**src/rtl/fpu_ss_offload_buffer.sv**
```systemverilog
// Commit-aware FIFO of offloaded FPU instructions; head released 1 cycle after push+commit, in_ready_o low when full.
// FPU_SS_SPEC_COMMIT_EN enables commit/kill tracking; otherwise entries are committed on push (plain FIFO).
module fpu_ss_offload_buffer #(
    parameter int unsigned NUM_RS    = 3,
    parameter int unsigned RFR_WIDTH = 32,
    parameter int unsigned ID_WIDTH  = 4,
    parameter int unsigned DEPTH     = 4
) (
    input  logic                          clk_i,
    input  logic                          rst_ni,
    input  logic                          in_valid_i,
    output logic                          in_ready_o,
    input  logic [31:0]                   in_instr_i,
    input  logic [1:0]                    in_mode_i,
    input  logic [ID_WIDTH-1:0]           in_id_i,
    input  logic [NUM_RS*RFR_WIDTH-1:0]   in_rs_i,
    input  logic                          commit_valid_i,
    input  logic [ID_WIDTH-1:0]           commit_id_i,
    input  logic                          commit_kill_i,
    output logic                          out_valid_o,
    input  logic                          out_ready_i,
    output logic [31:0]                   out_instr_o,
    output logic [1:0]                    out_mode_o,
    output logic [ID_WIDTH-1:0]           out_id_o,
    output logic [NUM_RS*RFR_WIDTH-1:0]   out_rs_o,
    output logic [$clog2(DEPTH):0]        usage_o
);
    localparam int unsigned PW  = $clog2(DEPTH);
    localparam int unsigned UW  = PW + 1;
    localparam int unsigned RSW = NUM_RS * RFR_WIDTH;

    logic [31:0]          instr_q [DEPTH];
    logic [1:0]           mode_q  [DEPTH];
    logic [ID_WIDTH-1:0]  id_q    [DEPTH];
    logic [RSW-1:0]       rs_q    [DEPTH];
    logic [DEPTH-1:0]     vld_q, cmt_q, kil_q;
    logic [DEPTH-1:0]     vld_d, cmt_d, kil_d;
    logic [PW-1:0]        wr_ptr, rd_ptr;
    logic [UW-1:0]        usage;

    logic push, pop, head_kill, advance;

    assign in_ready_o  = rst_ni && (usage < UW'(DEPTH));
    assign push        = in_valid_i && in_ready_o;
    assign head_kill   = vld_q[rd_ptr] && kil_q[rd_ptr];
    assign out_valid_o = vld_q[rd_ptr] && cmt_q[rd_ptr] && !kil_q[rd_ptr];
    assign pop         = out_valid_o && out_ready_i;
    // A killed head is dropped without being presented: one bubble cycle.
    assign advance     = pop || head_kill;

    assign out_instr_o = instr_q[rd_ptr];
    assign out_mode_o  = mode_q[rd_ptr];
    assign out_id_o    = id_q[rd_ptr];
    assign out_rs_o    = rs_q[rd_ptr];
    assign usage_o     = usage;

`ifndef FPU_SS_SPEC_COMMIT_EN
    logic unused_commit;
    assign unused_commit = ^{commit_valid_i, commit_id_i, commit_kill_i};
`endif

    always_comb begin
        vld_d = vld_q;
        cmt_d = cmt_q;
        kil_d = kil_q;
`ifdef FPU_SS_SPEC_COMMIT_EN
        // Only still-speculative entries react; resolved ones are final.
        if (commit_valid_i) begin
            for (int i = 0; i < int'(DEPTH); i++) begin
                if (vld_q[i] && !cmt_q[i] && !kil_q[i] && (id_q[i] == commit_id_i)) begin
                    if (commit_kill_i) kil_d[i] = 1'b1;
                    else               cmt_d[i] = 1'b1;
                end
            end
        end
`endif
        if (advance) begin
            vld_d[rd_ptr] = 1'b0;
            cmt_d[rd_ptr] = 1'b0;
            kil_d[rd_ptr] = 1'b0;
        end
        if (push) begin
            vld_d[wr_ptr] = 1'b1;
`ifdef FPU_SS_SPEC_COMMIT_EN
            cmt_d[wr_ptr] = commit_valid_i && !commit_kill_i && (in_id_i == commit_id_i);
            kil_d[wr_ptr] = commit_valid_i &&  commit_kill_i && (in_id_i == commit_id_i);
`else
            cmt_d[wr_ptr] = 1'b1;
            kil_d[wr_ptr] = 1'b0;
`endif
        end
    end

    always_ff @(posedge clk_i) begin
        if (!rst_ni) begin
            vld_q  <= '0;
            cmt_q  <= '0;
            kil_q  <= '0;
            wr_ptr <= '0;
            rd_ptr <= '0;
            usage  <= '0;
        end else begin
            vld_q <= vld_d;
            cmt_q <= cmt_d;
            kil_q <= kil_d;
            if (push)    wr_ptr <= wr_ptr + 1'b1;
            if (advance) rd_ptr <= rd_ptr + 1'b1;
            if (push && !advance)      usage <= usage + 1'b1;
            else if (!push && advance) usage <= usage - 1'b1;
        end
    end

    // Payload needs no reset: it is only observed behind a valid bit.
    always_ff @(posedge clk_i) begin
        if (push) begin
            instr_q[wr_ptr] <= in_instr_i;
            mode_q[wr_ptr]  <= in_mode_i;
            id_q[wr_ptr]    <= in_id_i;
            rs_q[wr_ptr]    <= in_rs_i;
        end
    end
endmodule

```
**config.mk**
```make
export PLATFORM = sky130hd
export DESIGN_NAME = fpu_ss_offload_buffer
export DESIGN_NICKNAME = d
export VERILOG_FILES = /design/src/rtl/fpu_ss_offload_buffer.sv
export SDC_FILE = /design/constraint.sdc
export NUM_CORES = 1
export LEC_CHECK = 0
export BUFFER_PORTS_ARGS = -buffer_cell sky130_fd_sc_hd__buf_2
export CORE_MARGIN = 1
export CORE_UTILIZATION = 35
export DETAILED_ROUTE_END_ITERATION = 6
export GPL_ROUTABILITY_DRIVEN = 0
export PLACE_DENSITY = 0.62
export SLEW_MARGIN = 20
export SYNTH_ARGS = -nofsm -noshare
export SYNTH_HDL_FRONTEND = slang
export SYNTH_SLANG_ARGS = --single-unit
```
**constraint.sdc**
```tcl
create_clock -name clk_i -period 6.52 [get_ports clk_i]
set_clock_uncertainty 0.2 [all_clocks]
set_input_delay 0 -clock clk_i [delete_from_list [all_inputs] [get_ports clk_i]]
set_output_delay 0 -clock clk_i [all_outputs]
set_load 0.1 [all_outputs]
```
==> flow_summary_export.csv <==
group,metric,value,unit
synth,avgSynthCellArea,25.40,sq um
timing,fmax,0.3142,GHz
global_routing,gr-total-overflow,0,
die,row_count,87,
synth,synth_ff_type,"edfxtp_1",
worst_setup_path,startpoint,"rd_ptr[0]",
pwr,p_leak,9.180,nW
die,die_w,242.8,microns
synth,synth_top_area_cell,"edfxtp_1",
die,die_y,242.8,microns
clock_tree,cts.repair.resized,0,
timing,layout_min_cycle_time,3.182,ns
worst_setup_path,cp-end-kind,"flop",
pwr,ir_drop,244.9,uV
synth,synth-seq-cells,557,
timing,setup-violations-final,0,
timing,finalCritPeriodShare,0.4881,
clock_tree,postCtsSetupRepairBufs,0,
synth,ys_top_cells_by_area,"edfxtp_1 (79%), mux4_2 (15%), dfxtp_1 (2.1%)",
synth,syn_inst,799,
min_path,worstHoldStart,"in_rs_i[13]",
placed_design,place_area,22610,sq um
clock_tree,clock-sinks,557,
routing,ant_nets,0,
worst_setup_path,cp_max_fo,11,
clock_tree,cts_hold_buf,271,
synth,ys.warnings.count,0,
global_routing,grt_pass1_vias,11374,
synth,yosys-top-cells-count,"edfxtp_1 (536), mux4_2 (137), dfxtp_1 (21), clkbuf_1 (17), buf_2 (15)",
placed_design,post-dp-hpwl,23.11,mm
global_routing,grt_first_pass_wirelength,64.54,mm
worst_setup_path,crit_slowest_cell,"dfxtp_1",
cells_and_area,syn2layout_area_growth,34.38,%
timing,fin_setup_tns,0,ns
worst_setup_path,cp-start-kind,"flop",
clock_tree,cts_buffer_depth,3,
global_routing,antenna_found_initial,2,
synth,yosys.area.top_type_share,0.7932,
pwr,power_density,318.3,nW/um^2
cells_and_area,finalNetCount,1535,
die,num_io_pins,283,
timing,worst_slew_pin_slew,0.9597,ns
worst_setup_path,path_cells,"mux4_2 -> a21o_1 -> and2_4 -> inv_1 -> ha_1 -> inv_1 -> fa_1 -> xor2_1 -> or3_1 -> a21boi_0",
worst_setup_path,critical_path_class,"flop to flop",
timing,relSlewSlack,0.3602,
routing,via_per_inst,4.710,
placed_design,portBuffers,276,
worst_setup_path,worst-endpoint-arrival,3.51,ns
clock_tree,clk_pin_slew,0.06,ns
worst_setup_path,critPathRequiredTime,6.85,ns
clock_tree,cts_buffers,57,
routing,drc,0,
routing,drt-wirelength-per-cell,19.14,microns
die,core,56820,sq um
routing,first_pass_iters,4,
global_routing,track_usage,0.1434,
cells_and_area,stdcell_area,27270,sq um
clock_tree,htreeDepth,2,
routing,drt_wl_total,41.78,mm
synth,syn_area,20290,sq um
clock_tree,clk_latency,0.60,ns
synth,synth_cell_type_count,30,
die,start_util,0.3571,
routing,initialDrtViolationCount,484,
global_routing,grt_max_degree,103,
timing,rsz0062_at_grt,"false",
cells_and_area,final_core_util,0.4799,
synth,ys_seq_area_frac,0.8140,
synth,synth_most_common_cell,"edfxtp_1",
worst_setup_path,reg2reg_from,"rd_ptr[0]",
min_path,holdCritPathClass,"primary input to flop",
synth,syn_nets,953,
synth,synth_edf_count,536,
routing,num_vias,10281,
worst_setup_path,crit_path_frequent_cell,"inv_1",
timing,slew_viol_final,0,
clock_tree,cts_tree,"built",
worst_setup_path,ff2ff_setup_slack,3.34,ns
worst_setup_path,cpPeakStageDelay,0.62,ns
synth,synth-async-reset-ratio,0,
die,dieArea,58940,sq um
job,drv_cap,0,
cells_and_area,fillers,4682,
status,status,"completed",
clock_tree,cts_root_buf,"clkbuf_16",
timing,hold_viol,0,
cells_and_area,drive_above_1_share,0.3654,
[layout make-up]
cell class,count,area (sq um),share of cell area
diodes,1,2.502,0.00009177
repair buffers,558,4234,0.1553
inverters,7,31.28,0.001147
clock buffers,65,1499,0.05497
multi-input cells,200,3591,0.1317
clock inverters,39,440.4,0.01615
flip-flops and latches,557,16520,0.6060
well taps,756,945.9,0.03469
[path summary, 6_finish.rpt]
check / to / cells after the start
worst max-delay path: usage_o[2] / 10
worst min-delay path: rs_q[2][13] / 2
worst max register to register: usage_o[2] / 10
worst min register to register: vld_q[2] / 1
[report_power, final]
part	internal, W	switching, W
sequential	0.00406	0.0000355
combinational	0.000335	0.000919
clock	0.00200	0.00133
[cell usage in the layout (no fill, tap or decap), drive strengths merged]
master	synthesis	final
a2111oi	2	2
a21boi	1	1
a21o	1	1
a21oi	1	1
a31o	6	6
a31oi	2	2
and2	8	8
and3b	1	1
and4b	3	3
buf	18	287
bufinv	0	9
clkbuf	17	65
clkinv	0	21
clkinvlp	0	5
dfxtp	21	21
diode	0	1
dlygate4sd3	0	271
edfxtp	536	536
fa	1	1
ha	9	9
inv	7	11
mux2i	4	4
mux4	137	137
nand2	6	6
nand3	4	4
nand4	1	1
nor2b	2	2
o21a	1	1
o21ai	6	6
or3	1	1
xnor2	2	2
xor2	1	1
[per-layer routing]
metal,part of all wire,GRT usage,vias to the layer above
li1,-,-,4611
met1,0.41,0.1760,5349
met2,0.51,0.2478,256
met3,0.063,0.03693,61
met4,0.021,0.04403,4
met5,0.00077,0,-
[flip-flops by register name, indices dropped and copies added (netlist names), 3 cells and up, named ones only]
register  count
mode_q        8
instr_q     128
cmt_q         4
id_q         16
vld_q         4
usage_o       3
rs_q        384
kil_q         4
[kinds of logic (layout without fill, tap and decap cells)]
logic type,count (synthesis),after routing,share of synthesized area
mux,141,141,0.1540
other cells,0,1,0
buf+inv,42,669,0.009434
xor+xnor,3,3,0.001295
compound gates,20,20,0.006907
simple gates,26,26,0.007832
flops,557,557,0.8140
fa+ha+maj,10,10,0.006536
[per-stage QoR]
| stage | hold WS (ns) | power, W | setup slack [ns] | std cells |
|---|---|---|---|---|
| 2_1_floorplan | -0.1011 | 0.005088 | 1.432 | 799 |
| 3_3_place_gp | 0.01114 | 0.005297 | 3.374 | 1806 |
| 3_5_place_dp | 0.01530 | 0.005311 | 3.359 | 1807 |
| 4_1_cts | 0.01382 | 0.008791 | 3.323 | 2182 |
| 5_1_grt | 0.02802 | 0.008964 | 3.113 | 2182 |
| 6_report | 0.01790 | 0.008678 | 3.338 | 2183 |
[worst max-delay path: cells and delay by family (launching register included)]
kind / cells / cell delay (ns)
compound gates: 2 / 0.42
xor+xnor: 1 / 0.16
fa+ha+maj: 2 / 0.54
buf+inv: 2 / 0.12
flops: 1 / 0.62
mux: 1 / 0.56
simple gates: 2 / 0.51
No activity file was read; power rests on OpenSTA's default activity.
